==> config.mk <==
export PLATFORM = sky130hd
export DESIGN_NAME = ysyx_22041211_ifu
export DESIGN_NICKNAME = d
export VERILOG_FILES = /design/src/rtl/ysyx_22041211_ifu.sv
export SDC_FILE = /design/constraint.sdc
export NUM_CORES = 1
export LEC_CHECK = 0
export CORE_UTILIZATION = 68
export CTS_CLUSTER_SIZE = 10
export DETAILED_ROUTE_END_ITERATION = 16
export DONT_BUFFER_PORTS = 1
export GPL_TIMING_DRIVEN = 0
export PLACE_DENSITY = 0.86
export SETUP_SLACK_MARGIN = 0.3
export SYNTH_ARGS = -nofsm -noshare
export SYNTH_HDL_FRONTEND = slang
export SYNTH_SLANG_ARGS = --single-unit
export TNS_END_PERCENT = 10
==> constraint.sdc <==
create_clock -name clk -period 3.9 [get_ports clk]
set_clock_uncertainty 0.15 [all_clocks]
set_input_delay 0.39 -clock clk [delete_from_list [all_inputs] [get_ports clk]]
set_output_delay 0.39 -clock clk [all_outputs]
set_load 0.01 [all_outputs]
==> src/rtl/ysyx_22041211_ifu.sv <==
// Instruction fetch unit for the multi-cycle NPC core.
//
// Holds the architectural PC. Issues one 32-bit read per instruction on an AR/R read
// channel and hands the fetched word and its PC to the decoder through a valid/ready
// handshake. Downstream redirects replace the PC. A fetch that is already in flight
// when a redirect arrives is marked stale and its response is discarded.
//
// Ports:
//   clk, rst_n            clock, synchronous active-low reset
//   araddr_o/arvalid_o    read request (address, valid); arready_i accepts it
//   rdata_i/rresp_i       returned word and response code (non-zero = fetch fault)
//   rvalid_i/rready_o     read response handshake
//   inst_o/pc_o           fetched instruction and its PC
//   inst_err_o            the instruction came from a faulting response
//   inst_valid_o          inst_o/pc_o/inst_err_o valid; inst_ready_i consumes them
//   redirect_valid_i      one-cycle pulse; the next fetch comes from redirect_target_i
module ysyx_22041211_ifu #(
    parameter logic [31:0] RESET_PC = 32'h8000_0000
) (
    input  logic        clk,
    input  logic        rst_n,
    output logic [31:0] araddr_o,
    output logic        arvalid_o,
    input  logic        arready_i,
    input  logic [31:0] rdata_i,
    input  logic [1:0]  rresp_i,
    input  logic        rvalid_i,
    output logic        rready_o,
    output logic [31:0] inst_o,
    output logic [31:0] pc_o,
    output logic        inst_err_o,
    output logic        inst_valid_o,
    input  logic        inst_ready_i,
    input  logic        redirect_valid_i,
    input  logic [31:0] redirect_target_i
);

    typedef enum logic [1:0] {StIdle, StReq, StWait, StHold} state_e;

    state_e      r_state, w_state_d;
    logic [31:0] r_pc, w_pc_d;
    logic [31:0] r_req_addr, w_req_addr_d;
    logic        r_kill, w_kill_d;
    logic [31:0] r_inst, w_inst_d;
    logic [31:0] r_pc_out, w_pc_out_d;
    logic        r_inst_err, w_inst_err_d;
    logic [31:0] w_pc_inc;

    // Modulo 2^32: the top word wraps to zero.
    assign w_pc_inc = r_pc + 32'd4;

    always_comb begin
        w_state_d    = r_state;
        w_pc_d       = r_pc;
        w_req_addr_d = r_req_addr;
        w_kill_d     = r_kill;
        w_inst_d     = r_inst;
        w_pc_out_d   = r_pc_out;
        w_inst_err_d = r_inst_err;

        unique case (r_state)
            StIdle: begin
                w_state_d = StReq;
                if (redirect_valid_i) begin
                    w_pc_d       = redirect_target_i;
                    w_req_addr_d = redirect_target_i;
                end else begin
                    w_req_addr_d = r_pc;
                end
            end
            StReq: begin
                // The request stays up until accepted; a redirect only marks it stale.
                if (redirect_valid_i) begin
                    w_pc_d   = redirect_target_i;
                    w_kill_d = 1'b1;
                end
                if (arready_i) begin
                    w_state_d = StWait;
                end
            end
            StWait: begin
                if (rvalid_i) begin
                    if (redirect_valid_i) begin
                        // Response is stale by definition; refetch straight from the target.
                        w_pc_d       = redirect_target_i;
                        w_req_addr_d = redirect_target_i;
                        w_kill_d     = 1'b0;
                        w_state_d    = StReq;
                    end else if (r_kill) begin
                        w_kill_d     = 1'b0;
                        w_req_addr_d = r_pc;
                        w_state_d    = StReq;
                    end else begin
                        w_inst_d     = rdata_i;
                        w_pc_out_d   = r_req_addr;
                        w_inst_err_d = (rresp_i != 2'b00);
                        w_state_d    = StHold;
                    end
                end else if (redirect_valid_i) begin
                    w_pc_d   = redirect_target_i;
                    w_kill_d = 1'b1;
                end
            end
            StHold: begin
                // Redirect wins over the sequential increment, even on a handshake.
                if (redirect_valid_i) begin
                    w_pc_d       = redirect_target_i;
                    w_req_addr_d = redirect_target_i;
                    w_state_d    = StReq;
                end else if (inst_ready_i) begin
                    w_pc_d       = w_pc_inc;
                    w_req_addr_d = w_pc_inc;
                    w_state_d    = StReq;
                end
            end
            default: begin
                w_state_d = StIdle;
            end
        endcase
    end

    always_ff @(posedge clk) begin
        if (!rst_n) begin
            r_state    <= StIdle;
            r_pc       <= RESET_PC;
            r_req_addr <= RESET_PC;
            r_kill     <= 1'b0;
            r_inst     <= 32'h0000_0013;
            r_pc_out   <= RESET_PC;
            r_inst_err <= 1'b0;
        end else begin
            r_state    <= w_state_d;
            r_pc       <= w_pc_d;
            r_req_addr <= w_req_addr_d;
            r_kill     <= w_kill_d;
            r_inst     <= w_inst_d;
            r_pc_out   <= w_pc_out_d;
            r_inst_err <= w_inst_err_d;
        end
    end

    // All outputs come from registers only.
    assign araddr_o     = r_req_addr;
    assign arvalid_o    = (r_state == StReq);
    assign rready_o     = (r_state == StWait);
    assign inst_valid_o = (r_state == StHold);
    assign inst_o       = r_inst;
    assign pc_o         = r_pc_out;
    assign inst_err_o   = r_inst_err;

endmodule

==> run metrics, run 1 <==
Final Cycle Share=82.04%; Total GRT Usage=49.84%; Netlist cell types=between 50 and 60; crit path launch type=flop; Area Overhead vs Synth=21.25%; Final Cell Area=7182 um^2; status=complete, but fails checks; H-tree depth=4; Synth Net Count=814; Worst path most repeated cell=buf_2; Detailed Route WL=21750 um; clock slew at reported path FFs=0.06 ns; delay-heaviest family, CP=buffers and inverters; MaxCap Viol Count=0; Pre-Repair DR Iteration Count=7; die height=95.33 um; dpl ws=approximately 0.96 ns; sequential fraction of the synthesis area=between 40% and 50%; worst path bufs/invs=3; Detail Route Antenna Nets=0; DR DRC count=0; Cell Area, Synth=5923 um^2; # nets final=a little under 900; vias in the first global route=6229; Final Wtd Congestion=0.9520; CTS Buffer Depth=2; grt total ovfl=0; #FFs+latches synth=between 100 and 150; DR iter-0 viols=just over 700; Hold Slack=-0.005585 ns; slowest CP cell=nor3b_2; Synth top area share=44.61%; area occupied by multi-input gates=2988 um^2; Port Buffers=0; min Tclk post-route=about 3.2 ns; wire length per cell=approximately 23 um; Starting Density=71.02%; Syn Inst Count=737; Slew Viols, Final=0; critical path type=reg -> reg; max incr delay on CP=0.76 ns; final setup fails=0; setup_tns=0 ns; placed inst area=6055 um^2; fraction of layout cells with a size suffix above 1=under 10%; die area=9088 um^2; Synth Flop Type=dfxtp_1; yosys warns=0; initial antenna violation count=2; Fillers=435; RSZ-0062 raised after global routing=false; Final HPWL DP=between 10000 and 15000 um; Synth area leaders=dfxtp_1, nand2_1, a21oi_1; Worst EP arrival=roughly 3.5 ns; Sinks on Clock Net=roughly 130; Post-synth EDFFs=0; worst vdd ir=327.6 uV; TritonCTS clock tree=yes; Die W=around 95 um; Setup crit end kind=flop; CP cell instances=ha_1 -> buf_2 -> nor3b_2 -> a2111o_1 -> buf_2 -> buf_2 -> a21oi_1 -> o32ai_1; failing checks=hold timing; FF+latch area=2643 um^2; HP Class=in -> reg; I/O Pins=approximately 170; Worst EP required=4.17 ns; row count=33; core area=roughly 8300 um^2; global-route wire length before repair=33120 um; Resize count post-CTS=0; asr flop ratio synth=0%; critical-path maximum fanout=10; largest net degree at the start of global routing=17; CTS root buf=clkbuf_8; Syn Area/Cell=8.037 um^2; Worst-Margin Slew=1.009 ns; CTS buffer count=17; final hold viol count=1; via/cell ratio=6.921; Fmax=0.3126 GHz; clk_lat worst skew=between 0.5 and 0.6 ns; PD cells=490.2 nW/um^2; Yosys top cell by area=dfxtp_1; Max-Slew Margin vs Limit=32.74%; Static Leak=0.002529 uW; vias post-DR=6443; worst setup margin=between 0.7 and 0.8 ns
## worst min-delay path: cells and delay by family
kind,cells,cell delay [ns]
AOI/OAI and AO/OA,1,0.13
xor gates and xnor gates,1,0.06
and+or+nand+nor,1,0.05
## cells by family after synthesis
family | after synthesis | share of synthesized area (%)
AOI/OAI and AO/OA | 175 | 17.55
xor gates and xnor gates | 35 | 5.175
adders and majority gates | 5 | 1.056
buffers and inverters | 64 | 4.943
DFF | 132 | 44.61
muxes | 7 | 1.183
and+or+nand+nor | 319 | 25.48
## Yosys cell counts, drive strengths merged (8+ instances only)
library cell	count
inv	8
xor2	10
nand3	41
nand2b	9
nor2	24
nand2	172
xnor2	25
a21oi	95
o31ai	11
nand4	18
dfxtp	132
and3	8
nor3	21
clkbuf	39
buf	17
o21ai	34
## area by class of cell
class	instances	share of cell area [%]
sequential	132	36.79
antenna	2	0.06969
inverter	8	0.4181
buffer	56	3.659
clock inverter	14	2.003
timing repair buffer	55	7.666
clock buffer	18	5.958
tap	105	1.829
multi-input combinational	541	41.60
## sequential cells by signal, summed over array words and instances (netlist names)
| signal | cells |
|---|---|
| inst_err_o | 1 |
| araddr_o | 32 |
| pc_o | 32 |
| inst_o | 32 |
| r_kill | 1 |
| r_state | 2 |
| r_pc | 32 |
## worst paths after layout
path / from / to / slack [ns] / cells after the start
max: r_state[0] / araddr_o[30] / 0.70 / 8
max reg2reg: r_state[0] / araddr_o[30] / 0.70 / 8
min reg2reg: r_pc[3] / r_pc[3] / 0.35 / 2
min: inst_ready_i / r_pc[5] / -0.006 / 3
## report_power, final
part / internal, uW / switching (uW) / leakage, uW
clock: 882 / 684 / 0.000269
combinational: 156 / 256 / 0.00118
sequential: 1420 / 119 / 0.00108
total: 2460 / 1060 / 0.00253
## metrics by stage
stage,std cells,power (uW),utilization (%),hold slack [ns]
finish,931,3521,86.11,-0.005585
global route,929,3585,86.05,0.01520
CTS,929,3441,86.05,0.005525
detailed placement,842,1895,72.59,0.3397
global placement,842,1874,72.59,0.3154
floorplan,737,1775,-,0.3064
## placed cells by master (no fill, tap or decap), types with 5 or more instances in the layout
master,count
a21oi_1,95
a31o_2,6
and3_1,7
and4_1,5
buf_2,11
clkbuf_1,36
clkbuf_16,16
dfxtp_1,132
dlygate4sd3_1,55
ha_1,5
inv_1,7
mux2i_1,7
nand2_1,172
nand2b_1,9
nand3_1,39
nand4_1,18
nor2_1,24
nor3_1,20
o211ai_1,5
o21ai_0,33
o31ai_1,11
or3_1,5
xnor2_1,25
xor2_1,10
## metal layers
layer  share of wire, %  vias to the layer above  track usage (%)
met1                 34                     2988            53.13
li1                   -                     2725                -
met4                6.8                        2            32.32
met2                 46                      560            76.73
met5              0.060                        -                0
met3                 13                      168            26.32
## repair_timing
action	in CTS	in global routing
endpoints found under the setup margin	0	0
endpoints found under the hold margin	57	0
hold buffers	55	0
buffers inserted	0	0
No activity file was read; power rests on OpenSTA's default activity.
==> run 2: changes to the inputs <==
CORE_UTILIZATION = 63   (was 68)
PLACE_DENSITY = 0.81   (was 0.86)
clock period = 3.1 ns   (was 3.9 ns; I/O delays follow)
==> run metrics, run 2 (synthesis gave the netlist of run 1 again) <==
RSZ-0062 raised after global routing=true; # nets final=907; via/cell ratio=between 6 and 7; vias post-DR=5962; fraction of layout cells with a size suffix above 1=8.778%; Area Overhead vs Synth=24.67%; vias in the first global route=5847; row count=35; internal power=3182 uW; switch share=28.44%; Final Wtd Congestion=0.9314; HP Class=in -> reg; Final Cycle Share=87.54%; clock power share=44.9%; Fmax=0.3685 GHz; clk_lat worst skew=0.53 ns; FF+latch area=2643 um^2; area occupied by multi-input gates=2999 um^2; hold path startpoint=redirect_target_i[23]; Worst EP required=3.33 ns; final setup fails=0; die area=a little under 10000 um^2; Worst-Margin Slew=0.6779 ns; DR DRC count=0; Hold Slack=about 0.022 ns; CTS buffer count=17; Worst Hold End=araddr_o[23]; status=completed; Starting Density=64.72%; largest net degree at the start of global routing=17; Worst EP arrival=2.94 ns; setup_tns=0 ns; Antenna Cells=0; Sinks on Clock Net=132; core area=9153 um^2; H-tree depth=4; PD cells=602.2 nW/um^2; Fillers=593; CTS Buffer Depth=2; grt total ovfl=0; DR iter-0 viols=530; critical path type=reg -> reg; worst vdd ir=506.9 uV; sw power=1265 uW; crit path launch type=flop; Worst R2R End=araddr_o[29]; I/O Pins=172; Static Leak=approximately 0.0026 uW; initial antenna violation count=0; worst r2r path cells=9; Total GRT Usage=between 30% and 40%; Max-Slew Margin vs Limit=between 50% and 60%; Setup crit end kind=flop; commonest non-fill, non-tap cell in the layout=nand2_1; worst setup margin=0.3863 ns; Detailed Route WL=18640 um; Slew Viols, Final=0; combinational share of power=11.7%; global-route wire length before repair=around 29000 um; clock slew at reported path FFs=0.06 ns; die height=around 99 um; Detail Route Antenna Nets=0; dpl ws=0.1373 ns; Port Buffers=0; Worst Hold Path Cells=2; most frequent cells in the layout=nand2_1, dfxtp_1, a21oi_1; R2R setup slack=between 0.3 and 0.4 ns; final hold viol count=0; worst r2r src=r_state[0]; Final HPWL DP=12540 um; Pre-Repair DR Iteration Count=6; wire length per cell=roughly 20 um; sequential share of power=43.4%; CTS root buf=clkbuf_8; critical-path maximum fanout=10; MaxCap Viol Count=0; min Tclk post-route=between 2 and 3 ns; Die W=98.97 um; TritonCTS clock tree=yes
==> run 2: changes by cell type in the layout (fill, tap and decap cells not counted), sizes merged <==
cell	delta
bufinv	+1
buf	+6
clkinvlp	-2
inv	+1
diode	-2
dlygate4sd3	+13
==> run 2: power by group through the flow <==
stage | combinational [uW] | clock (uW) | sequential (uW)
after floorplan | 309 | 0 | 1920
after global placement | 398 | 0 | 1960
after detailed placement | 414 | 0 | 1960
after CTS | 488 | 1990 | 1930
after global routing | 560 | 2060 | 1940
final | 520 | 1990 | 1930
==> run 2: what timing repair did <==
| item | 4_1_cts | 5_1_grt |
|---|---|---|
| pin swaps | 0 | 1 |
| buffers inserted | 0 | 6 |
| resized for setup | 1 | 1 |
| hold buffers | 68 | 0 |
| endpoints found under the hold margin | 92 | 0 |
| cloned | 0 | 0 |
| setup endpoints to repair | 23 | 29 |
==> run 2: critical path, cell delays in order (launching register included) <==
cell and delay [ns]:
dfxtp_1 0.41, ha_1 0.27, buf_2 0.29, and4_1 0.23
buf_2 0.21, nand4_1 0.15, buf_2 0.22, o31a_1 0.32
o211ai_1 0.21, a31oi_1 0.11
==> run 2: cell type report <==
class,instances,share of cell area [%]
Buffer,56,3.558
Clock buffer,18,5.659
Clock inverter,14,2.270
Inverter,8,0.4066
Multi-Input combinational cell,541,40.61
Sequential cell,132,35.78
Tap cell,111,1.881
Timing Repair Buffer,74,9.827
==> run 2: worst max path at each step <==
stage	start	to	slack, ns	cells after the start
after CTS	r_state[0]	araddr_o[21]	0.33	8
after global routing	r_state[0]	pc_o[16]	0.26	8
after global placement	r_state[0]	araddr_o[30]	0.26	8
final	r_state[0]	araddr_o[29]	0.39	9
after floorplan	r_state[0]	araddr_o[21]	0.87	8
after detailed placement	r_state[0]	araddr_o[21]	0.14	8
==> run 2: layer usage <==
metal | share of wire [%] | routed length [um] | GRT usage (%)
met5 | 0 | 0 | 0
met4 | 3.4 | 642 | 20.44
met3 | 10 | 1923 | 10.85
met2 | 48 | 9019 | 65.03
met1 | 38 | 7053 | 42.07
==> run 2: per-stage QoR <==
stage / total power (uW) / utilization, % / std cells / cell area, um^2
after floorplan: 2233 / - / 737 / 5923
after global placement: 2356 / 66.23 / 848 / 6062
after detailed placement: 2377 / 66.23 / 848 / 6062
after CTS: 4401 / 80.14 / 948 / 7335
after global routing: 4558 / 80.68 / 954 / 7385
final: 4447 / 80.68 / 954 / 7385
==> run 3: changes to the inputs <==
CORE_MARGIN = 2   (was default)
CTS_CLUSTER_DIAMETER = 200   (was default)
GPL_ROUTABILITY_DRIVEN = 0   (was default)
==> run metrics, run 3 (synthesis gave the netlist of run 1 again) <==
TritonCTS clock tree=yes; CTS Buffer Depth=2; Worst Hold Path Cells=4; via/cell ratio=6.454; most frequent cells in the layout=nand2_1, dfxtp_1, a21oi_1; CP cell instances=ha_2 -> clkbuf_4 -> nor3b_4 -> a2111oi_4 -> buf_2 -> o211ai_1 -> a21oi_1; fraction of layout cells with a size suffix above 1=8.452%; I/O Pins=172; Slew Viols, Final=0; worst r2r src=r_state[0]; status=completed; placed inst area=6062 um^2; row count=35; final core occ=between 70% and 80%; Static Leak=~0.0026 uW; Worst R2R End=araddr_o[14]; vias in the first global route=5890; delay-heaviest family, CP=compound AO/OA/AOI/OAI gates; critical path type=reg -> reg; Die W=101.0 um; Sinks on Clock Net=132; final setup fails=0; clock slew at reported path FFs=0.07 ns; Max-Slew Margin vs Limit=40.58%; H-tree depth=4; met2 WL=9295 um; crit path launch type=flop; Final Cell Area=7343 um^2; slowest CP cell=a2111oi_4; die height=101.0 um; HP Class=in -> reg; Final HPWL DP=13030 um; worst vdd ir=roughly 340 uV; Antenna Cells=0; Area Overhead vs Synth=23.98%; commonest non-fill, non-tap cell in the layout=nand2_1; die area=10190 um^2; DR iter-0 viols=between 500 and 600; MaxCap Viol Count=0; Worst EP required=between 3 and 4 ns; global-route wire length before repair=30020 um; top layer in use=met4; critical-path maximum fanout=10; min Tclk post-route=between 2 and 3 ns; CTS root buf=clkbuf_8; worst path bufs/invs=2; Port Buffers=0; initial antenna violation count=0; grt total ovfl=0; core area=9196 um^2; RSZ-0062 raised after global routing=false; Total GRT Usage=37.80%; # nets final=904; Detailed Route WL=19750 um; CTS buffer count=17; Worst EP arrival=3.09 ns; largest net degree at the start of global routing=17; R2R setup slack=about 0.3 ns; Starting Density=64.41%; PD cells=slightly below 600 nW/um^2; Pre-Repair DR Iteration Count=7; hold path startpoint=redirect_valid_i; max incr delay on CP=0.84 ns; Worst Hold End=r_pc[27]; DR DRC count=0; final hold viol count=0; worst r2r path cells=7; Fmax=0.3579 GHz; wire length per cell=20.77 um; clk_lat worst skew=0.53 ns; Worst-Margin Slew=just under 0.9 ns; Detail Route Antenna Nets=0; setup_tns=0 ns; routed wl met3=~2400 um; Final Cycle Share=90.13%; Setup crit end kind=flop; vias post-DR=6138; Met1 Wirelength=7110 um
[run 3: changes by cell type in the layout (fill, tap and decap cells not counted), moves of 2 or more]
cell       before  now
clkinv_4        3    1
bufinv_16       2    0
clkbuf_4        1    3
buf_2          11    9
buf_4           8    4
[run 3: timing repair]
item | CTS | global route
hold buffers | 69 | 0
buffers inserted | 0 | 2
gates resized for setup | 1 | 3
endpoints found under the hold margin | 89 | 0
setup endpoints to repair | 25 | 25
pin swaps | 0 | 0
[run 3: how the worst max path moves through the flow]
stage / to / slack, ns / cells past startpoint / from
final: araddr_o[14] / 0.31 / 7 / r_state[0]
after CTS: araddr_o[14] / 0.32 / 7 / r_state[0]
after global routing: araddr_o[14] / 0.31 / 7 / r_state[0]
after detailed placement: araddr_o[30] / 0.16 / 8 / r_state[0]
after global placement: araddr_o[21] / 0.20 / 8 / r_state[0]
after floorplan: araddr_o[21] / 0.87 / 8 / r_state[0]
[run 3: metal layers]
layer | up-vias | GRT usage (%)
met4 | 0 | 19.23
met2 | 454 | 64.36
li1 | 2754 | -
met5 | - | 0
met3 | 87 | 10.82
met1 | 2843 | 43.21
[run 3: report_power, final]
group          switching, uW  internal [uW]  total (uW)  leakage, uW
combinational            303            208         511      0.00125
sequential               144           1790        1940      0.00108
clock                    856           1040        1900     0.000268
[run 3: through the flow]
| stage | hold slack [ns] | std cells | power (uW) | setup slack, ns |
|---|---|---|---|---|
| CTS | 0.007846 | 949 | 4307 | 0.3154 |
| global route | 0.06687 | 951 | 4452 | 0.3137 |
| finish | 0.009848 | 951 | 4345 | 0.3060 |
| global placement | 0.2868 | 848 | 2363 | 0.1980 |
| floorplan | 0.2842 | 737 | 2233 | 0.8655 |
| detailed placement | 0.2911 | 848 | 2381 | 0.1649 |
[run 3: worst reg2reg max path, delay by kind of cell (launching register included)]
kind,cells,cell delay [ns]
flip-flops,1,0.35
AND/OR/NAND/NOR,1,0.20
buffers and inverters,2,0.57
AO/OA/AOI/OAI,3,1.18
adder cells (fa/ha/maj),1,0.26
[run 3: layout make-up]
| class | instances | area, um^2 |
|---|---|---|
| Buffer | 56 | 267.8 |
| Clock buffer | 18 | 427.9 |
| Clock inverter | 14 | 133.9 |
| Fill cell | 579 | 1853 |
| Inverter | 8 | 30.03 |
| Multi-Input combinational cell | 541 | 2997 |
| Sequential cell | 132 | 2643 |
| Tap cell | 111 | 138.9 |
| Timing Repair Buffer | 71 | 705.7 |
